[src/rtl/pong_pkg.sv]
// pong_pkg: shared state encoding, screen/paddle/ball constants and the derived playfield limits.
package pong_pkg;

    localparam int H_ACTIVE        = 640;
    localparam int V_ACTIVE        = 480;
    localparam int PADDLE_HEIGHT_2 = 30;
    localparam int PADDLE_WIDTH    = 10;
    localparam int BALL_SIZE_2     = 3;
    localparam int BALL_SPEED      = 4;
    localparam int PADDLE_SPEED    = 4;
    localparam int SERVE_FRAMES    = 60;
    localparam int WIN_SCORE       = 9;
    localparam int DEBOUNCE_CYCLES = 250000;

    localparam logic [9:0] X_CENTRE = 10'(H_ACTIVE / 2);
    localparam logic [9:0] Y_CENTRE = 10'(V_ACTIVE / 2);

    typedef enum logic [2:0] {
        ST_IDLE      = 3'd0,
        ST_SERVE     = 3'd1,
        ST_PLAY      = 3'd2,
        ST_POINT     = 3'd3,
        ST_GAME_OVER = 3'd4
    } state_e;

    typedef struct packed {
        logic [9:0] ball_y_min;
        logic [9:0] ball_y_max;
        logic [9:0] ball_x_min;
        logic [9:0] ball_x_max;
        logic [9:0] pad_min;
        logic [9:0] pad_max;
    } limits_t;

    // Ball limits are where the ball edge touches the wall or the paddle face.
    function automatic limits_t calc_limits();
        limits_t l;
        l.ball_y_min = 10'(BALL_SIZE_2);
        l.ball_y_max = 10'(V_ACTIVE - 1 - BALL_SIZE_2);
        l.ball_x_min = 10'(PADDLE_WIDTH + BALL_SIZE_2);
        l.ball_x_max = 10'(H_ACTIVE - PADDLE_WIDTH - BALL_SIZE_2);
        l.pad_min    = 10'(PADDLE_HEIGHT_2);
        l.pad_max    = 10'(V_ACTIVE - PADDLE_HEIGHT_2);
        return l;
    endfunction

    localparam limits_t LIM = calc_limits();

endpackage

[src/rtl/pong_if.sv]
// pong_if: frame tick / switch inputs and registered game outputs of the pong sequencer.
//   frame_tick   one-cycle pulse at start of vertical blanking
//   sw[3:0]      raw switches: [0] left up/start, [1] left down, [2] right up, [3] right down
//   ball_x/y, ball_visible, paddle_l_y/paddle_r_y, score_l/score_r, state
// master = timing generator / consumer side, slave = the sequencer.
interface pong_if;
    import pong_pkg::*;

    logic       frame_tick;
    logic [3:0] sw;
    logic [9:0] ball_x;
    logic [9:0] ball_y;
    logic       ball_visible;
    logic [9:0] paddle_l_y;
    logic [9:0] paddle_r_y;
    logic [3:0] score_l;
    logic [3:0] score_r;
    logic [2:0] state;

    modport master (
        output frame_tick, sw,
        input  ball_x, ball_y, ball_visible, paddle_l_y, paddle_r_y, score_l, score_r, state
    );

    modport slave (
        input  frame_tick, sw,
        output ball_x, ball_y, ball_visible, paddle_l_y, paddle_r_y, score_l, score_r, state
    );

endinterface

[src/rtl/switch_debounce.sv]
// switch_debounce: 2-flop synchroniser followed by a stability counter.
//   clk_i, rst_n_i  clock, async active-low reset
//   sw_i            raw switch
//   level_o         debounced level, follows sw_i after DEBOUNCE_CYCLES equal samples
module switch_debounce #(
    parameter int DEBOUNCE_CYCLES = 250000
) (
    input  logic clk_i,
    input  logic rst_n_i,
    input  logic sw_i,
    output logic level_o
);

    localparam int CW = $clog2(DEBOUNCE_CYCLES + 1);

    logic [1:0]    sync_q;
    logic [CW-1:0] cnt_q, cnt_d;
    logic          level_q, level_d;

    always_ff @(posedge clk_i or negedge rst_n_i) begin
        if (!rst_n_i) begin
            sync_q  <= '0;
            cnt_q   <= '0;
            level_q <= 1'b0;
        end else begin
            sync_q  <= {sync_q[0], sw_i};
            cnt_q   <= cnt_d;
            level_q <= level_d;
        end
    end

    // Any sample equal to the current level restarts the stability count.
    always_comb begin
        cnt_d   = '0;
        level_d = level_q;
        if (sync_q[1] != level_q) begin
            if (cnt_q == CW'(DEBOUNCE_CYCLES - 1)) level_d = sync_q[1];
            else cnt_d = cnt_q + 1'b1;
        end
    end

    assign level_o = level_q;

endmodule

[src/rtl/pong_game_ctrl.sv]
// pong_game_ctrl: frame-synchronous pong sequencer (debounce, serve/play/score FSM, ball and paddles).
//   clk_i, rst_n_i  pixel clock, async active-low reset
//   bus (slave)     frame_tick + raw switches in; registered ball, paddles, scores and state out
module pong_game_ctrl
    import pong_pkg::*;
#(
    parameter int DEBOUNCE_CYCLES = pong_pkg::DEBOUNCE_CYCLES
) (
    input  logic    clk_i,
    input  logic    rst_n_i,
    pong_if.slave   bus
);

    localparam logic signed [10:0] STEP   = 11'(BALL_SPEED);
    localparam logic signed [10:0] REACH  = 11'(PADDLE_HEIGHT_2 + BALL_SIZE_2);
    localparam logic [9:0]         STEP_P = 10'(PADDLE_SPEED);
    localparam logic [5:0]         LAST_F = 6'(SERVE_FRAMES - 1);
    localparam logic [3:0]         WIN    = 4'(WIN_SCORE);

    logic [3:0] sw_db;
    logic       sw1_prev_q;
    logic       start_q, start_d;

    state_e     state_q, state_d;
    logic [9:0] x_q, x_d, y_q, y_d, pl_q, pl_d, pr_q, pr_d;
    logic       dx_pos_q, dx_pos_d, dy_pos_q, dy_pos_d, serve_pos_q, serve_pos_d;
    logic [3:0] sl_q, sl_d, sr_q, sr_d;
    logic [5:0] cnt_q, cnt_d;
    logic       vis_q, vis_d;

    logic signed [10:0] nx, ny, dl, dr;
    logic               hit_l, hit_r;

    genvar g;
    generate
        for (g = 0; g < 4; g++) begin : g_db
            switch_debounce #(.DEBOUNCE_CYCLES(DEBOUNCE_CYCLES)) u_db (
                .clk_i   (clk_i),
                .rst_n_i (rst_n_i),
                .sw_i    (bus.sw[g]),
                .level_o (sw_db[g])
            );
        end
    endgenerate

    function automatic logic [9:0] move_paddle(input logic [9:0] p, input logic up, input logic dn);
        return (up && !dn) ? ((p < LIM.pad_min + STEP_P) ? LIM.pad_min : p - STEP_P)
             : (dn && !up) ? ((p > LIM.pad_max - STEP_P) ? LIM.pad_max : p + STEP_P) : p;
    endfunction

    function automatic logic [3:0] score_inc(input logic [3:0] s);
        return (s == WIN) ? s : s + 4'd1;
    endfunction

    // A press only counts for the tick that follows it; every tick consumes it.
    assign start_d = bus.frame_tick ? 1'b0 : (start_q | (sw_db[0] & ~sw1_prev_q));

    always_ff @(posedge clk_i or negedge rst_n_i) begin
        if (!rst_n_i) begin
            sw1_prev_q  <= 1'b0;
            start_q     <= 1'b0;
            state_q     <= ST_IDLE;
            x_q         <= X_CENTRE;
            y_q         <= Y_CENTRE;
            pl_q        <= Y_CENTRE;
            pr_q        <= Y_CENTRE;
            dx_pos_q    <= 1'b1;
            dy_pos_q    <= 1'b1;
            serve_pos_q <= 1'b1;
            sl_q        <= '0;
            sr_q        <= '0;
            cnt_q       <= '0;
            vis_q       <= 1'b0;
        end else begin
            sw1_prev_q  <= sw_db[0];
            start_q     <= start_d;
            state_q     <= state_d;
            x_q         <= x_d;
            y_q         <= y_d;
            pl_q        <= pl_d;
            pr_q        <= pr_d;
            dx_pos_q    <= dx_pos_d;
            dy_pos_q    <= dy_pos_d;
            serve_pos_q <= serve_pos_d;
            sl_q        <= sl_d;
            sr_q        <= sr_d;
            cnt_q       <= cnt_d;
            vis_q       <= vis_d;
        end
    end

    always_comb begin
        state_d     = state_q;
        x_d         = x_q;
        y_d         = y_q;
        pl_d        = pl_q;
        pr_d        = pr_q;
        dx_pos_d    = dx_pos_q;
        dy_pos_d    = dy_pos_q;
        serve_pos_d = serve_pos_q;
        sl_d        = sl_q;
        sr_d        = sr_q;
        cnt_d       = cnt_q;
        nx          = $signed({1'b0, x_q}) + (dx_pos_q ? STEP : -STEP);
        ny          = $signed({1'b0, y_q}) + (dy_pos_q ? STEP : -STEP);
        dl          = $signed({1'b0, y_q}) - $signed({1'b0, pl_q});
        dr          = $signed({1'b0, y_q}) - $signed({1'b0, pr_q});
        hit_l       = (dl < REACH) && (dl > -REACH);
        hit_r       = (dr < REACH) && (dr > -REACH);
        if (bus.frame_tick) begin
            if (state_q inside {ST_SERVE, ST_PLAY, ST_POINT}) begin
                pl_d = move_paddle(pl_q, sw_db[0], sw_db[1]);
                pr_d = move_paddle(pr_q, sw_db[2], sw_db[3]);
            end
            case (state_q)
                ST_IDLE: if (start_q) begin
                    sl_d        = '0;
                    sr_d        = '0;
                    serve_pos_d = 1'b1;
                    cnt_d       = '0;
                    state_d     = ST_SERVE;
                end
                ST_SERVE: if (cnt_q == LAST_F) begin
                    dx_pos_d = serve_pos_q;
                    dy_pos_d = 1'b1;
                    state_d  = ST_PLAY;
                end else cnt_d = cnt_q + 6'd1;
                ST_PLAY: begin
                    y_d = ny[9:0];
                    if (ny <= $signed({1'b0, LIM.ball_y_min})) begin
                        y_d      = LIM.ball_y_min;
                        dy_pos_d = 1'b1;
                    end else if (ny >= $signed({1'b0, LIM.ball_y_max})) begin
                        y_d      = LIM.ball_y_max;
                        dy_pos_d = 1'b0;
                    end
                    x_d = nx[9:0];
                    // On a miss the ball stops at its last column; it is hidden until re-centred.
                    if (dx_pos_q && nx >= $signed({1'b0, LIM.ball_x_max})) begin
                        if (hit_r) begin
                            x_d      = LIM.ball_x_max;
                            dx_pos_d = 1'b0;
                        end else begin
                            x_d         = x_q;
                            sl_d        = score_inc(sl_q);
                            serve_pos_d = 1'b0;
                            cnt_d       = '0;
                            state_d     = ST_POINT;
                        end
                    end else if (!dx_pos_q && nx <= $signed({1'b0, LIM.ball_x_min})) begin
                        if (hit_l) begin
                            x_d      = LIM.ball_x_min;
                            dx_pos_d = 1'b1;
                        end else begin
                            x_d         = x_q;
                            sr_d        = score_inc(sr_q);
                            serve_pos_d = 1'b1;
                            cnt_d       = '0;
                            state_d     = ST_POINT;
                        end
                    end
                end
                ST_POINT: if (cnt_q == LAST_F) begin
                    state_d = (sl_q == WIN || sr_q == WIN) ? ST_GAME_OVER : ST_SERVE;
                    cnt_d   = '0;
                    x_d     = X_CENTRE;
                    y_d     = Y_CENTRE;
                end else cnt_d = cnt_q + 6'd1;
                ST_GAME_OVER: if (start_q) begin
                    state_d = ST_IDLE;
                    x_d     = X_CENTRE;
                    y_d     = Y_CENTRE;
                    pl_d    = Y_CENTRE;
                    pr_d    = Y_CENTRE;
                end
                default: state_d = ST_IDLE;
            endcase
        end
        vis_d = state_d inside {ST_SERVE, ST_PLAY};
    end

    assign bus.ball_x       = x_q;
    assign bus.ball_y       = y_q;
    assign bus.ball_visible = vis_q;
    assign bus.paddle_l_y   = pl_q;
    assign bus.paddle_r_y   = pr_q;
    assign bus.score_l      = sl_q;
    assign bus.score_r      = sr_q;
    assign bus.state        = state_q;

endmodule

[src/flat_wrapper.sv]
// flat-port wrapper written by rule: the top's interface ports become plain ports
module pong_game_ctrl_flat import pong_pkg::*;
#(
    parameter int DEBOUNCE_CYCLES = pong_pkg::DEBOUNCE_CYCLES
)
  (clk_i, rst_n_i, bus_frame_tick, bus_sw, bus_ball_x, bus_ball_y, bus_ball_visible, bus_paddle_l_y, bus_paddle_r_y, bus_score_l, bus_score_r, bus_state);
  pong_if bus_i ();
  input  logic clk_i;
  input  logic rst_n_i;
  input wire logic [$bits(bus_i.frame_tick)-1:0] bus_frame_tick;
  input wire logic [$bits(bus_i.sw)-1:0] bus_sw;
  output wire logic [$bits(bus_i.ball_x)-1:0] bus_ball_x;
  output wire logic [$bits(bus_i.ball_y)-1:0] bus_ball_y;
  output wire logic [$bits(bus_i.ball_visible)-1:0] bus_ball_visible;
  output wire logic [$bits(bus_i.paddle_l_y)-1:0] bus_paddle_l_y;
  output wire logic [$bits(bus_i.paddle_r_y)-1:0] bus_paddle_r_y;
  output wire logic [$bits(bus_i.score_l)-1:0] bus_score_l;
  output wire logic [$bits(bus_i.score_r)-1:0] bus_score_r;
  output wire logic [$bits(bus_i.state)-1:0] bus_state;
  assign bus_i.frame_tick = bus_frame_tick;
  assign bus_i.sw = bus_sw;
  assign bus_ball_x = bus_i.ball_x;
  assign bus_ball_y = bus_i.ball_y;
  assign bus_ball_visible = bus_i.ball_visible;
  assign bus_paddle_l_y = bus_i.paddle_l_y;
  assign bus_paddle_r_y = bus_i.paddle_r_y;
  assign bus_score_l = bus_i.score_l;
  assign bus_score_r = bus_i.score_r;
  assign bus_state = bus_i.state;
  pong_game_ctrl #(.DEBOUNCE_CYCLES(DEBOUNCE_CYCLES)) u_core (.clk_i(clk_i), .rst_n_i(rst_n_i), .bus(bus_i));
endmodule
[config.mk]
export PLATFORM = sky130hd
export DESIGN_NAME = pong_game_ctrl_flat
export DESIGN_NICKNAME = d
export VERILOG_FILES = /design/src/rtl/pong_pkg.sv /design/src/rtl/pong_if.sv /design/src/rtl/switch_debounce.sv /design/src/rtl/pong_game_ctrl.sv /design/src/flat_wrapper.sv
export SDC_FILE = /design/constraint.sdc
export NUM_CORES = 1
export LEC_CHECK = 0
export ABC_AREA = 0
export CORE_UTILIZATION = 49
export CTS_BUF_LIST = sky130_fd_sc_hd__clkbuf_8
export DETAILED_ROUTE_END_ITERATION = 6
export PLACE_DENSITY = 0.71
export SYNTH_ARGS = -nofsm -noshare
export SYNTH_HDL_FRONTEND = slang
export SYNTH_SLANG_ARGS = --single-unit
export TNS_END_PERCENT = 20
[constraint.sdc]
create_clock -name clk_i -period 7.3 [get_ports clk_i]
set_input_delay 1.46 -clock clk_i [delete_from_list [all_inputs] [get_ports clk_i]]
set_output_delay 1.46 -clock clk_i [all_outputs]
set_load 0.01 [all_outputs]
After elaboration in Yosys (flattened, before gate mapping)
Cells that the tools add are included.
- register bits after elaboration: 147
- input bits: 7
- output and inout port bits: 52
- word-level logic and storage cells: 207
- $add $sub $neg: 15
- order comparisons: 12
- equal/unequal tests: 36
- muxes and demuxes: 82
- bitwise gates (word level): 3
- reduce and logical (&&, ||, !) cells: 33
- operator list (operator ; number):
    2-to-1 mux 10 bit ; 24
    2-to-1 mux 18 bit ; 8
    adder 18 x 1 -> 18 bit (second input constant) ; 4
    equality test 18 bit (second input constant) ; 4
    case mux 10 bit (3 select lines) ; 2
    2-to-1 mux 6 bit ; 7
    2-to-1 mux 4 bit ; 8
    2-to-1 mux 3 bit ; 10
    case mux 6 bit (4 select lines) ; 1
    AND reduction 6 bit ; 4
    adder 11 bit ; 2
    > comparator 11 x 7 -> 1 bit (second input constant) ; 2
    < comparator 11 x 7 -> 1 bit (second input constant) ; 2
    2-to-1 mux 11 bit ; 2
    subtractor 10 x 10 -> 11 bit ; 2
    adder 10 x 3 -> 10 bit (second input constant) ; 2
    > comparator 10 x 9 -> 1 bit (second input constant) ; 2
    < comparator 10 x 6 -> 1 bit (second input constant) ; 2
    inequality test 2 bit (second input constant) ; 10
    subtractor 10 x 3 -> 10 bit (second input constant) ; 2
    case mux 4 bit (2 select lines) ; 2
    case mux 3 bit (5 select lines) ; 1
    2-to-1 mux 1 bit ; 14
    AND reduction 7 bit ; 2
    other kinds (29) ; 62

Logic depth before layout (Yosys ltp)
- depth after elaboration: 10
- gate-level depth with buffers: 14

Cells and area by module
Synthesis repeated with hierarchy kept, for this count alone.
- cell total of the unflattened synthesis: 1111
- area, all modules: 9846.9 um^2
- modules (own cells, without submodules) (module ; times used ; cells an instance ; area each (um^2)):
    pong_game_ctrl ; 1 ; 721 ; 5824.3
    switch_debounce at u_core.g_db[0].u_db ... ; 3 ; 97 ; 998.5
    switch_debounce at u_core.g_db[3].u_db ; 1 ; 99 ; 1027.2

Worst setup path after synthesis
Ideal clock, no wire load.
- kind: register -> register
- start: register u_core.pr_q[5] (netlist: u_core.bus.paddle_r_y[5])
- end: register u_core.x_q[2] (netlist: u_core.bus.ball_x[2])
- library setup time: 0.125 ns
- arrival: 3.439 ns
- data required time: 7.175 ns
- path slack: 3.736 ns
- stages on the path, launching flop included: 15
- buffers on the path: 3
- cells stage by stage: dfstp_2 -> clkbuf_1 -> inv_1 -> ha_1 -> clkbuf_1 -> inv_1 -> a311o_1 -> a311oi_1 -> a21oi_1 -> a211o_1 -> o2bb2a_1 -> a2bb2oi_2 -> o21a_1 -> buf_6 -> mux2_4
- cells in the longest elaborated chain, start to end: 5
- RTL lines (item ; RTL line ; RTL):
    from (decl) ; pong_game_ctrl.sv:25 ; logic [9:0] x_q, x_d, y_q, y_d, pl_q, pl_d, pr_q, pr_d;
    from (signal assigned) ; pong_game_ctrl.sv:81 ; pr_q <= pr_d;
    subtractor 10 x 10 -> 11 bit (*) ; pong_game_ctrl.sv:107 ; dr = $signed({1'b0, y_q}) - $signed({1'b0, pr_q});
    < comparator 11 x 7 -> 1 bit / > comparator 11 x 7 -> 1 bit (equally long branches) ; pong_game_ctrl.sv:109 ; hit_r = (dr < REACH) && (dr > -REACH);
    logical AND 1 bit (*) ; pong_game_ctrl.sv:109 ;
    inequality test 3 x 2 -> 1 bit (no line) (*) ; - ;
    AND reduction 6 bit (no line) (*) ; - ;
    to (signal assigned) ; pong_game_ctrl.sv:63 ; x_q <= X_CENTRE;
    to (signal assigned) ; pong_game_ctrl.sv:78 ; x_q <= x_d;
    to (decl) ; pong_game_ctrl.sv:25 ;
Mark *: on every way between the ends. The rest lies on a longest branch, timed or not.
A chain may end at the register's enable or synchronous reset.

Worst setup path after layout
- start: register u_core.y_q[0] (netlist: u_core.bus.ball_y[0])
- end: register u_core.x_q[7] (netlist: u_core.bus.ball_x[7])
- cells in the longest elaborated chain, start to end: 5
- RTL lines (item ; RTL line ; RTL):
    from (decl) ; pong_game_ctrl.sv:25 ;
    from (signal assigned) ; pong_game_ctrl.sv:79 ; y_q <= y_d;
    subtractor 10 x 10 -> 11 bit (on tied branches) ; pong_game_ctrl.sv:106, pong_game_ctrl.sv:107 ;
    < comparator 11 x 7 -> 1 bit (tied with other cells) ; pong_game_ctrl.sv:108 ; hit_l = (dl < REACH) && (dl > -REACH);
    logical AND 1 bit (on tied branches) ; pong_game_ctrl.sv:108, pong_game_ctrl.sv:109 ;
    inequality test 4 x 3 -> 1 bit (no line) / inequality test 3 x 2 -> 1 bit (equally long branches) ; - ;
    AND reduction 6 bit (no line) (*) ; - ;
Marks and branches as above.

==> impl_metrics.yaml <==
cts:
  post_cts_buffers: 0
  cts_sinks: 146
  path_clk_slew_ps: 80
  cts_buffer_depth: 2
  cts_tree: "done"
  cts_hold_buf: 0
  cts_resized: 0
  clock_latency_ps: 470
  numCtsBuffers: 17
  h-tree-depth: 4
  cts_root_buf: "clkbuf_8"
routing:
  firstDrtPassIters: 5
  vias: 8270
  ant_nets: 0
  postRouteWirelength_um: 22500
  vias_per_cell: 5.84
  wire_per_inst_um: 15.9
  drt_iter0_drc: 546
  drc_errors: 0
grt:
  overflow: 0
  grt_antenna_before_repair: 0
  grt_pass1_vias: 7656
  grt_util_all_layers: 0.238
  grt_max_degree: 95
  grt_pass1_wl_um: 38300
run_status:
  status: "finished, final reports clean"
layout:
  num_antenna_cells: 0
  final_nets: 1207
  seq_area_um2: 3670
  multi_input_area_um2: 5560
  fill_cells: 1720
  final_common_cell: "dfrtp_1"
  most-common-layout-cells: "dfrtp_1 (129), nor2_1 (125), nand2_1 (87)"
  drive_above_1_share: 0.0666
  syn_to_final_growth_pct: 11.9
  final_cells: 1417
placement:
  port_buffers: 58
  routabilityCongestion: 0.948
  dpl.cell_count: 1385
  hpwl_um: 16300
worst_setup_path:
  max_stage_delay_ps: 530
  crit_buf_inv: 2
  cp_slowest_cell: "dfrtp_1"
  worstSetupPathType: "reg -> reg"
  critPathMaxFanout: 8
  cp-start-kind: "register"
  cp-end-kind: "register"
  cp_top_family: "compound AO/OA/AOI/OAI gates"
  cp.arrival_ps: 4530
  cp_data_required_time_ps: 7650
  crit_top_cell: "inv_1"
  cp_cell_sequence: "inv_1 -> ha_1 -> inv_1 -> fa_1 -> a21oi_1 -> o2111ai_1 -> or3b_2 -> a211o_1 -> o2bb2a_1 -> a2bb2oi_2 -> o21a_1 -> mux2_4"
timing:
  holdWs_ps: 352
  grt_setup_unrepaired: "no"
  period_share: 0.573
  slew_viol_final: 0
  period_minus_slack_ps: 4180
  final.setup.tns_ps: 0
  tightest_slew_ps: 1040
  hold_violations: 0
  fin_worst_skew_ps: 16.0
  finalSetupViolations: 0
  slew_headroom: 0.300
  max_freq_mhz: 239
die:
  ios: 59
  core_um2: 19000
  die_w_um: 142
  die_y_um: 142
  rows: 50
  initial_utilization: 0.508
  dieArea_um2: 20200
power_and_ir_drop:
  peakVddDrop_uv: 174
  power_density_nw_per_um2: 317
  p_leak_nw: 4.55
  total_power_w: 0.00342
synthesis:
  ys_warn_count: 0
  synthesis.nets: 1165
  syn_inst: 1102
  synth_compound_area_frac: 0.191
  synth_area_um2: 9630
  ys_ff_latch: 146
  seq_area_frac_synth: 0.382
  synth_top_family_by_area: "simple AND/OR/NAND/NOR gates"
  synthMuxAreaShare: 0.0222
  synth_fa_ha_area_frac: 0.0759
  synth_xor_area_frac: 0.0710
  async_reset_ff_frac: 1.00
  syn_avg_cell_area_um2: 8.74
  synth_cell_types: 78
  ys.flop_type: "dfrtp_1"
  yosys.area_share.simple: 0.218
  synth_edf_count: 0
job:
  maxCapViolCount: 0
worst_hold_path:
  min_path_type: "reg -> reg"
## state kept, by name, indices dropped and copies added, names as in the netlist, 3 cells and up
name	count
u_core.g_db.u_db.level_o	4
u_core.bus.ball_x	10
u_core.g_db.u_db.sync_q	8
u_core.bus.score_l	4
u_core.bus.score_r	4
u_core.bus.paddle_l_y	10
u_core.bus.ball_y	9
u_core.bus.paddle_r_y	10
u_core.cnt_q	6
u_core.g_db.u_db.cnt_q	72
u_core.bus.state	3
## worst paths after layout
check	startpoint	end	slack, ps	cells past startpoint
max in group asynchronous	rst_n_i	u_core.bus.paddle_r_y[3]	5090	2
worst min register to register	u_core.g_db[3].u_db.sync_q[0]	u_core.g_db[3].u_db.sync_q[1]	350	0
worst max-delay path	u_core.bus.ball_y[0]	u_core.bus.ball_x[7]	3120	12
worst max register to register	u_core.bus.ball_y[0]	u_core.bus.ball_x[7]	3120	12
worst min-delay path	u_core.g_db[3].u_db.sync_q[0]	u_core.g_db[3].u_db.sync_q[1]	350	0
min in group asynchronous	rst_n_i	u_core.g_db[0].u_db.cnt_q[11]	1050	1
## logic make-up after synthesis
family	Yosys count
xor+xnor	78
fa+ha+maj	56
flops	146
compound gates	280
mux	17
buf+inv	98
simple gates	427
## final cells by class
cell class / count / area share
clock buffer: 17 / 0.0217
clock inverter: 15 / 0.0134
inverter: 61 / 0.0213
multi-input combinational: 858 / 0.517
sequential: 146 / 0.341
tap: 260 / 0.0302
timing repair buffer: 60 / 0.0554
## power breakdown
| group | internal (W) | switching (W) |
|---|---|---|
| registers | 0.000925 | 0.000161 |
| clock network | 0.000300 | 0.000317 |
| logic | 0.000742 | 0.000972 |
| total | 0.00197 | 0.00145 |
## Yosys cell counts (6+ instances only)
library cell    n  area, µm²
dfrtp_1       129       3230
o22ai_1         7       43.8
a21o_1         10       75.1
xor2_1         46        403
o21ai_0        64        320
inv_1          59        221
or2_2           6       37.5
xnor2_1        32        280
a211oi_1        6       45.0
dfstp_2        17        447
clkbuf_1       28        105
nand4_1        19        119
o31ai_1         8       60.1
or3_1          23        144
mux2_2          7       78.8
a21oi_1        75        375
o21a_1         10       75.1
nor2b_1        11       68.8
o211ai_1        7       52.6
nor4_1         13       81.3
nand2_1        87        327
and2_1          9       56.3
nor3_1         21        105
a22oi_1         7       52.6
nand2b_1       15       93.8
and3_1         24        150
a31oi_1        15       93.8
mux2_4          7        105
nand3_1        51        255
nor2_1        125        469
nor4b_1         6       52.6
ha_1           52        651
## stage by stage
stage                     instance area, µm²   util  setup WS (ps)
after floorplan                         9630      -           3740
after global placement                 10400  0.548           3180
after detailed placement               10400  0.548           3020
after CTS                              10800  0.568           3120
after global routing                   10800  0.568           2930
final                                  10800  0.568           3120
## metal layers
metal	vias to the layer above	GRT usage	wire, µm
li1	4065	-	-
met1	3936	0.335	10700
met2	238	0.368	10200
met3	31	0.0431	1210
met4	0	0.0815	368
met5	-	0	0
Power figures use the tool's default switching activity.
